===== src/rtl/seg_scan_if.sv =====
// Digit/control inputs and display outputs of the 7-segment scan driver.
interface seg_scan_if;
  logic [3:0] i_dig0;
  logic [3:0] i_dig1;
  logic [3:0] i_dig2;
  logic [3:0] i_dig3;
  logic       i_lz_en;
  logic [3:0] i_blink_mask;
  logic       i_colon_en;
  logic [6:0] o_seg;
  logic [3:0] o_an;
  logic       o_dp;
  logic       o_frame_start;

  modport master (
    output i_dig0, i_dig1, i_dig2, i_dig3, i_lz_en, i_blink_mask, i_colon_en,
    input  o_seg, o_an, o_dp, o_frame_start
  );

  modport slave (
    input  i_dig0, i_dig1, i_dig2, i_dig3, i_lz_en, i_blink_mask, i_colon_en,
    output o_seg, o_an, o_dp, o_frame_start
  );
endinterface


===== src/rtl/seg_scan_driver.sv =====
// 4-digit common-anode 7-segment scan driver: per-frame snapshot of the digits,
// ghosting guard at the start of each slot, leading-zero blanking, blink, colon.
module seg_scan_driver #(
  parameter int CLK_DIV      = 50000,
  parameter int GUARD        = 16,
  parameter int BLINK_FRAMES = 64
) (
  input  logic        i_clk,
  input  logic        i_rst,
  seg_scan_if.slave   s_if
);
  localparam int CW = $clog2(CLK_DIV);
  localparam int FW = (BLINK_FRAMES > 1) ? $clog2(BLINK_FRAMES) : 1;

  logic [CW-1:0]       r_cnt;
  logic [1:0]          r_slot;
  logic [3:0][3:0]     r_sh_dig;
  logic                r_sh_lz;
  logic [3:0]          r_sh_mask;
  logic                r_sh_colon;
  logic [FW-1:0]       r_frm;
  logic                r_phase;
  logic                r_snap_q;
  logic [3:0]          r_an;
  logic [6:0]          r_seg;
  logic                r_dp;
  logic                r_fs;

  logic                w_wrap;
  logic                w_snap;
  logic                w_in_guard;
  logic                w_en;
  logic [3:0]          w_dig;

  assign w_wrap = (r_cnt == CW'(CLK_DIV - 1));
  assign w_snap = w_wrap && (r_slot == 2'd3);

  // Guard comparison only exists when a guard is configured.
  generate
    if (GUARD == 0) begin : g_noguard
      assign w_in_guard = 1'b0;
    end else begin : g_guard
      assign w_in_guard = (r_cnt < CW'(GUARD));
    end
  endgenerate

  assign w_dig = r_sh_dig[r_slot];
  assign w_en  = !w_in_guard
              && !((r_slot == 2'd3) && r_sh_lz && (r_sh_dig[3] == 4'd0))
              && !(r_phase && r_sh_mask[r_slot]);

  function automatic logic [6:0] f_decode(input logic [3:0] d);
    case (d)
      4'd0:    f_decode = 7'b1000000;
      4'd1:    f_decode = 7'b1111001;
      4'd2:    f_decode = 7'b0100100;
      4'd3:    f_decode = 7'b0110000;
      4'd4:    f_decode = 7'b0011001;
      4'd5:    f_decode = 7'b0010010;
      4'd6:    f_decode = 7'b0000010;
      4'd7:    f_decode = 7'b1111000;
      4'd8:    f_decode = 7'b0000000;
      4'd9:    f_decode = 7'b0010000;
      default: f_decode = 7'b1111111;
    endcase
  endfunction

  // Prescaler and slot counter: slot advances on prescaler wrap.
  always_ff @(posedge i_clk or posedge i_rst) begin
    if (i_rst) begin
      r_cnt  <= '0;
      r_slot <= 2'd0;
    end else if (w_wrap) begin
      r_cnt  <= '0;
      r_slot <= r_slot + 2'd1;
    end else begin
      r_cnt  <= r_cnt + CW'(1);
    end
  end

  // Shadow capture at the end of slot 3 so a frame never mixes old and new digits.
  always_ff @(posedge i_clk or posedge i_rst) begin
    if (i_rst) begin
      r_sh_dig   <= '0;
      r_sh_lz    <= 1'b0;
      r_sh_mask  <= 4'd0;
      r_sh_colon <= 1'b0;
    end else if (w_snap) begin
      r_sh_dig   <= {s_if.i_dig3, s_if.i_dig2, s_if.i_dig1, s_if.i_dig0};
      r_sh_lz    <= s_if.i_lz_en;
      r_sh_mask  <= s_if.i_blink_mask;
      r_sh_colon <= s_if.i_colon_en;
    end
  end

  // Frame counter and blink phase, stepped once per snapshot.
  always_ff @(posedge i_clk or posedge i_rst) begin
    if (i_rst) begin
      r_frm    <= '0;
      r_phase  <= 1'b0;
      r_snap_q <= 1'b0;
    end else begin
      r_snap_q <= w_snap;
      if (w_snap) begin
        if (r_frm == FW'(BLINK_FRAMES - 1)) begin
          r_frm   <= '0;
          r_phase <= ~r_phase;
        end else begin
          r_frm   <= r_frm + FW'(1);
        end
      end
    end
  end

  // Registered outputs; frame_start lines up with the first output cycle of slot 0.
  always_ff @(posedge i_clk or posedge i_rst) begin
    if (i_rst) begin
      r_an  <= 4'hF;
      r_seg <= 7'h7F;
      r_dp  <= 1'b1;
      r_fs  <= 1'b0;
    end else begin
      r_an  <= w_en ? ~(4'b0001 << r_slot) : 4'hF;
      r_seg <= w_en ? f_decode(w_dig) : 7'h7F;
      r_dp  <= ~(w_en && (r_slot == 2'd2) && r_sh_colon);
      r_fs  <= r_snap_q;
    end
  end

  assign s_if.o_an          = r_an;
  assign s_if.o_seg         = r_seg;
  assign s_if.o_dp          = r_dp;
  assign s_if.o_frame_start = r_fs;
endmodule


===== src/flat_wrapper.sv =====
// flat-port wrapper written by rule: the top's interface ports become plain ports
module seg_scan_driver_flat 
#(
  parameter int CLK_DIV      = 50000,
  parameter int GUARD        = 16,
  parameter int BLINK_FRAMES = 64
)
  (i_clk, i_rst, s_if_i_dig0, s_if_i_dig1, s_if_i_dig2, s_if_i_dig3, s_if_i_lz_en, s_if_i_blink_mask, s_if_i_colon_en, s_if_o_seg, s_if_o_an, s_if_o_dp, s_if_o_frame_start);
  seg_scan_if s_if_i ();
  input  logic i_clk;
  input  logic i_rst;
  input wire logic [$bits(s_if_i.i_dig0)-1:0] s_if_i_dig0;
  input wire logic [$bits(s_if_i.i_dig1)-1:0] s_if_i_dig1;
  input wire logic [$bits(s_if_i.i_dig2)-1:0] s_if_i_dig2;
  input wire logic [$bits(s_if_i.i_dig3)-1:0] s_if_i_dig3;
  input wire logic [$bits(s_if_i.i_lz_en)-1:0] s_if_i_lz_en;
  input wire logic [$bits(s_if_i.i_blink_mask)-1:0] s_if_i_blink_mask;
  input wire logic [$bits(s_if_i.i_colon_en)-1:0] s_if_i_colon_en;
  output wire logic [$bits(s_if_i.o_seg)-1:0] s_if_o_seg;
  output wire logic [$bits(s_if_i.o_an)-1:0] s_if_o_an;
  output wire logic [$bits(s_if_i.o_dp)-1:0] s_if_o_dp;
  output wire logic [$bits(s_if_i.o_frame_start)-1:0] s_if_o_frame_start;
  assign s_if_i.i_dig0 = s_if_i_dig0;
  assign s_if_i.i_dig1 = s_if_i_dig1;
  assign s_if_i.i_dig2 = s_if_i_dig2;
  assign s_if_i.i_dig3 = s_if_i_dig3;
  assign s_if_i.i_lz_en = s_if_i_lz_en;
  assign s_if_i.i_blink_mask = s_if_i_blink_mask;
  assign s_if_i.i_colon_en = s_if_i_colon_en;
  assign s_if_o_seg = s_if_i.o_seg;
  assign s_if_o_an = s_if_i.o_an;
  assign s_if_o_dp = s_if_i.o_dp;
  assign s_if_o_frame_start = s_if_i.o_frame_start;
  seg_scan_driver #(.CLK_DIV(CLK_DIV), .GUARD(GUARD), .BLINK_FRAMES(BLINK_FRAMES)) u_core (.i_clk(i_clk), .i_rst(i_rst), .s_if(s_if_i));
endmodule

===== config.mk =====
export PLATFORM = sky130hd
export DESIGN_NAME = seg_scan_driver_flat
export DESIGN_NICKNAME = d
export VERILOG_FILES = /design/src/rtl/seg_scan_if.sv /design/src/rtl/seg_scan_driver.sv /design/src/flat_wrapper.sv
export SDC_FILE = /design/constraint.sdc
export NUM_CORES = 1
export LEC_CHECK = 0
export CAP_MARGIN = 20
export CELL_PAD_IN_SITES_DETAIL_PLACEMENT = 2
export CELL_PAD_IN_SITES_GLOBAL_PLACEMENT = 2
export CORE_MARGIN = 2
export CORE_UTILIZATION = 37
export DETAILED_ROUTE_END_ITERATION = 10
export GPL_TIMING_DRIVEN = 0
export PLACE_DENSITY = 0.9
export SLEW_MARGIN = 0
export SYNTH_ARGS = -nofsm -noshare
export SYNTH_HDL_FRONTEND = slang
export SYNTH_SLANG_ARGS = --single-unit

===== constraint.sdc =====
create_clock -name i_clk -period 2.18 [get_ports i_clk]
set_input_delay 0.218 -clock i_clk [delete_from_list [all_inputs] [get_ports i_clk]]
set_output_delay 0.218 -clock i_clk [all_outputs]
set_load 0.03 [all_outputs]

==> impl_metrics.yaml <==
worst_setup_path:
  cp_max_fo: 8
  required_ns: 2.44
  crit_path_start_kind: "register"
  critical_path_class: "reg2reg"
  rr_endpoint: "u_core.s_if.o_seg[0]"
  r2r_slack_ns: 0.11
  worstSetupStartpoint: "u_core.r_slot[0]"
  critical_path.endpoint_type: "register"
  rr_startpoint: "u_core.r_slot[0]"
  reg2reg_depth: 8
  cp-endpoint: "u_core.s_if.o_seg[0]"
  critPathArrivalTime_ns: 2.33
global_routing:
  antenna_found_initial: 0
  first_global_vias: 2483
  global_route.usage.met2_pct: 36.3
  met1_usage_pct: 25.6
  grt-ovfl-total: 0
  grtUsageTotal_pct: 21.2
  gr-max-usage-layer: "met2"
  grt.met3_usage_pct: 3.79
  grt_first_pass_wirelength_um: 13700
  grt_max_degree: 40
cells_and_area:
  non_filler_cells_in_the_finished_layout: 397
  n_antenna_cell: 0
  layout.nets: 325
  areaGrowthSynthToFinish_pct: 24.3
  fillerInstances: 769
  layout.core_utilization_pct: 47.6
  final_layout_size_suffix_gt1_share_pct: 23.7
clock_tree:
  ctsHtreeMaxLevel: 3
  worstSkewPairLatency_ns: 0.35
  clkSinkCount: 61
  cts.hold.buffers_added: 0
  cts_root_buffer: "sky130_fd_sc_hd__clkbuf_8"
  cts_made_buffers: 9
  ctsLongestPathBuffers: 2
  tritoncts: "built"
  clk_pin_slew_worst_paths_ns: 0.07
timing:
  post-route-period-util_pct: 95.1
  setup_repair_after_global_routing_missed_its_margin: "no"
  finalSetupViolCount: 0
  finalMaxSlewViolations: 0
  max_clock_freq_mhz: 482
  worst-slew-pin-transition_ns: 0.533
  hold_viol_final: 0
  fin_worst_skew_ns: 0.00661
  finalCriticalPeriod_ns: 2.07
  max-slew-margin-rel_pct: 64.4
floorplan:
  die_area_um2: 8770
  core.rowCount: 32
  start_util_pct: 38.3
  die_width_um: 93.6
  chipHeight_um: 93.6
  core-area_um2: 7770
  io_pins: 37
logic_synthesis:
  yosys.area.top_type: "sky130_fd_sc_hd__dfrtp_1"
  netlist_top_cells_area: "sky130_fd_sc_hd__dfrtp_1 (41%), sky130_fd_sc_hd__dfstp_2 (11%), sky130_fd_sc_hd__mux2_4 (9.1%)"
  synth_largest_type_area_fraction_pct: 41.2
  mappedNetlistNets: 275
  synth_cells: 240
  yosysWarningCount: 0
  top_cells_by_count_synth: "sky130_fd_sc_hd__dfrtp_1 (49), sky130_fd_sc_hd__mux2_4 (18), sky130_fd_sc_hd__inv_1 (13)"
  yosys_register_bits: 61
  post_synthesis_instance_area_um2: 2970
  number_of_library_cell_types_mapped_by_synthesis: 41
  synth.most_common_cell: "sky130_fd_sc_hd__dfrtp_1"
  synth-seq-area-share_pct: 51.9
  synth_edf_count: 0
  synth_area_per_cell_um2: 12.4
  synth_flop_cell: "sky130_fd_sc_hd__dfrtp_1"
  synthArstFlopShare_pct: 100
placed_design:
  port_buffers: 36
  place_congestion: 0.791
  place_inst: 379
  detailed_place_hpwl_um: 5610
route:
  detail_route.first_pass.iterations: 4
  route.detailed.vias_per_inst: 5.34
  totalWireLength_um: 8130
  drt_drc_violations_left: 0
  wire_per_inst_um: 20.5
  residual_antenna_violating_net_count_after_detailed_routing: 0
  routed-via-count: 2118
  drt-initial-drc-count: 69
power_and_ir_drop:
  power.density_nw_per_um2: 650
  vdd.ir_drop.worst_uv: 283
  total_leakage_power_nw: 1.65
status:
  status: "finished, final reports clean"
job:
  cap_violations: 0
worst_hold_path:
  hold_wc_path_type: "in2async"
==> flip-flops by register name, indices dropped and copies added, names as in the netlist <==
register / flops
u_core.r_cnt: 16
u_core.r_frm: 6
u_core.r_phase: 1
u_core.r_sh_colon: 1
u_core.r_sh_dig: 16
u_core.r_sh_lz: 1
u_core.r_sh_mask: 4
u_core.r_slot: 2
u_core.r_snap_q: 1
u_core.s_if.o_an: 4
u_core.s_if.o_dp: 1
u_core.s_if.o_frame_start: 1
u_core.s_if.o_seg: 7
==> placed cells by master (no fill, tap or decap), types with 2 or more instances in the layout <==
cell,instances
sky130_fd_sc_hd__nand2_1,11
sky130_fd_sc_hd__buf_2,2
sky130_fd_sc_hd__mux4_2,5
sky130_fd_sc_hd__clkbuf_8,10
sky130_fd_sc_hd__clkinv_2,4
sky130_fd_sc_hd__nor2b_1,3
sky130_fd_sc_hd__dfstp_2,12
sky130_fd_sc_hd__clkdlybuf4s50_1,36
sky130_fd_sc_hd__nor3_1,4
sky130_fd_sc_hd__nand4_1,7
sky130_fd_sc_hd__a21oi_1,7
sky130_fd_sc_hd__buf_6,3
sky130_fd_sc_hd__or4_1,2
sky130_fd_sc_hd__or3_1,2
sky130_fd_sc_hd__inv_1,11
sky130_fd_sc_hd__a211oi_1,2
sky130_fd_sc_hd__and2_1,3
sky130_fd_sc_hd__a31oi_1,2
sky130_fd_sc_hd__nor3b_1,3
sky130_fd_sc_hd__inv_2,2
sky130_fd_sc_hd__o21ai_0,9
sky130_fd_sc_hd__mux2_4,18
sky130_fd_sc_hd__buf_4,2
sky130_fd_sc_hd__ha_1,11
sky130_fd_sc_hd__and3_1,8
sky130_fd_sc_hd__nor2_1,11
sky130_fd_sc_hd__nand3_1,12
sky130_fd_sc_hd__xnor2_1,10
sky130_fd_sc_hd__dfrtp_1,49
sky130_fd_sc_hd__nor4_1,2
sky130_fd_sc_hd__o31ai_1,4
sky130_fd_sc_hd__xor2_1,7
sky130_fd_sc_hd__mux2_2,5
==> metal layers <==
metal  up-vias  share of wire [%]
li1        958                  -
met1      1096                 42
met2        48                 53
met3        16                2.5
met4         0                2.7
met5         -                  0
==> worst max-delay path, stage by stage (launching register included) <==
cell                       delay, ns
sky130_fd_sc_hd__dfrtp_1        0.41
sky130_fd_sc_hd__buf_6          0.18
sky130_fd_sc_hd__mux4_2         0.58
sky130_fd_sc_hd__inv_2          0.13
sky130_fd_sc_hd__ha_1           0.16
sky130_fd_sc_hd__inv_1          0.05
sky130_fd_sc_hd__o21bai_1       0.20
sky130_fd_sc_hd__a21oi_1        0.07
sky130_fd_sc_hd__o21ai_0        0.20
==> cell families (layout without fill, tap and decap cells) <==
family          count (synthesis)  count (layout)  share of synthesized area, %
simple gates                   74              74                          14.4
xor+xnor                       17              17                          5.01
compound gates                 30              30                          6.27
buf+inv                        19              74                          3.03
flops                          61              61                          51.9
mux                            28              28                          14.8
fa+ha+maj                      11              11                          4.63
==> how the worst min path moves through the flow <==
stage / from / end / slack (ns) / cells after the start
6_report: i_rst / u_core.r_sh_mask[2] / 0.23 / 2
5_1_grt: i_rst / u_core.r_sh_mask[3] / 0.29 / 2
4_1_cts: i_rst / u_core.r_sh_mask[2] / 0.24 / 2
3_5_place_dp: u_core.r_snap_q / u_core.s_if.o_frame_start / 0.34 / 0
3_3_place_gp: u_core.r_snap_q / u_core.s_if.o_frame_start / 0.34 / 0
2_1_floorplan: u_core.r_snap_q / u_core.s_if.o_frame_start / 0.33 / 0
==> stage by stage <==
step	power [mW]	TNS [ns]	worst slack (ns)	instance area (um2)	hold WS, ns
final	2.40	0	0.106	3690	0.232
after floorplan	1.31	0	0.331	2970	0.331
after detailed placement	1.41	-0.0662	-0.0662	3480	0.342
after global placement	1.39	-29.34	-0.591	3460	0.336
after CTS	2.42	0	0.0370	3680	0.241
after global routing	2.49	0	0.00917	3690	0.294
==> cell type report <==
cell class / count / area (um2) / area share [%]
tap: 102 / 128 / 3.45
clock buffer: 11 / 141 / 3.83
multi-input combinational: 160 / 1340 / 36.3
clock inverter: 5 / 50.0 / 1.35
inverter: 13 / 48.8 / 1.32
buffer: 6 / 48.8 / 1.32
sequential: 61 / 1540 / 41.7
timing repair buffer: 39 / 395 / 10.7
==> repair_timing <==
| action | CTS | global route |
|---|---|---|
| setup endpoints to repair | 4 | 5 |
| resized for setup | 2 | 2 |
| setup buffers | 1 | 1 |
| cloned | 0 | 0 |
| pin swaps | 0 | 0 |
==> where the power goes <==
part / switching (mW) / leakage [nW] / internal (mW)
logic: 0.0945 / 0.801 / 0.105
clock network: 0.459 / 0.103 / 0.551
registers: 0.0200 / 0.745 / 1.17
(Power assumes the default switching activity.)
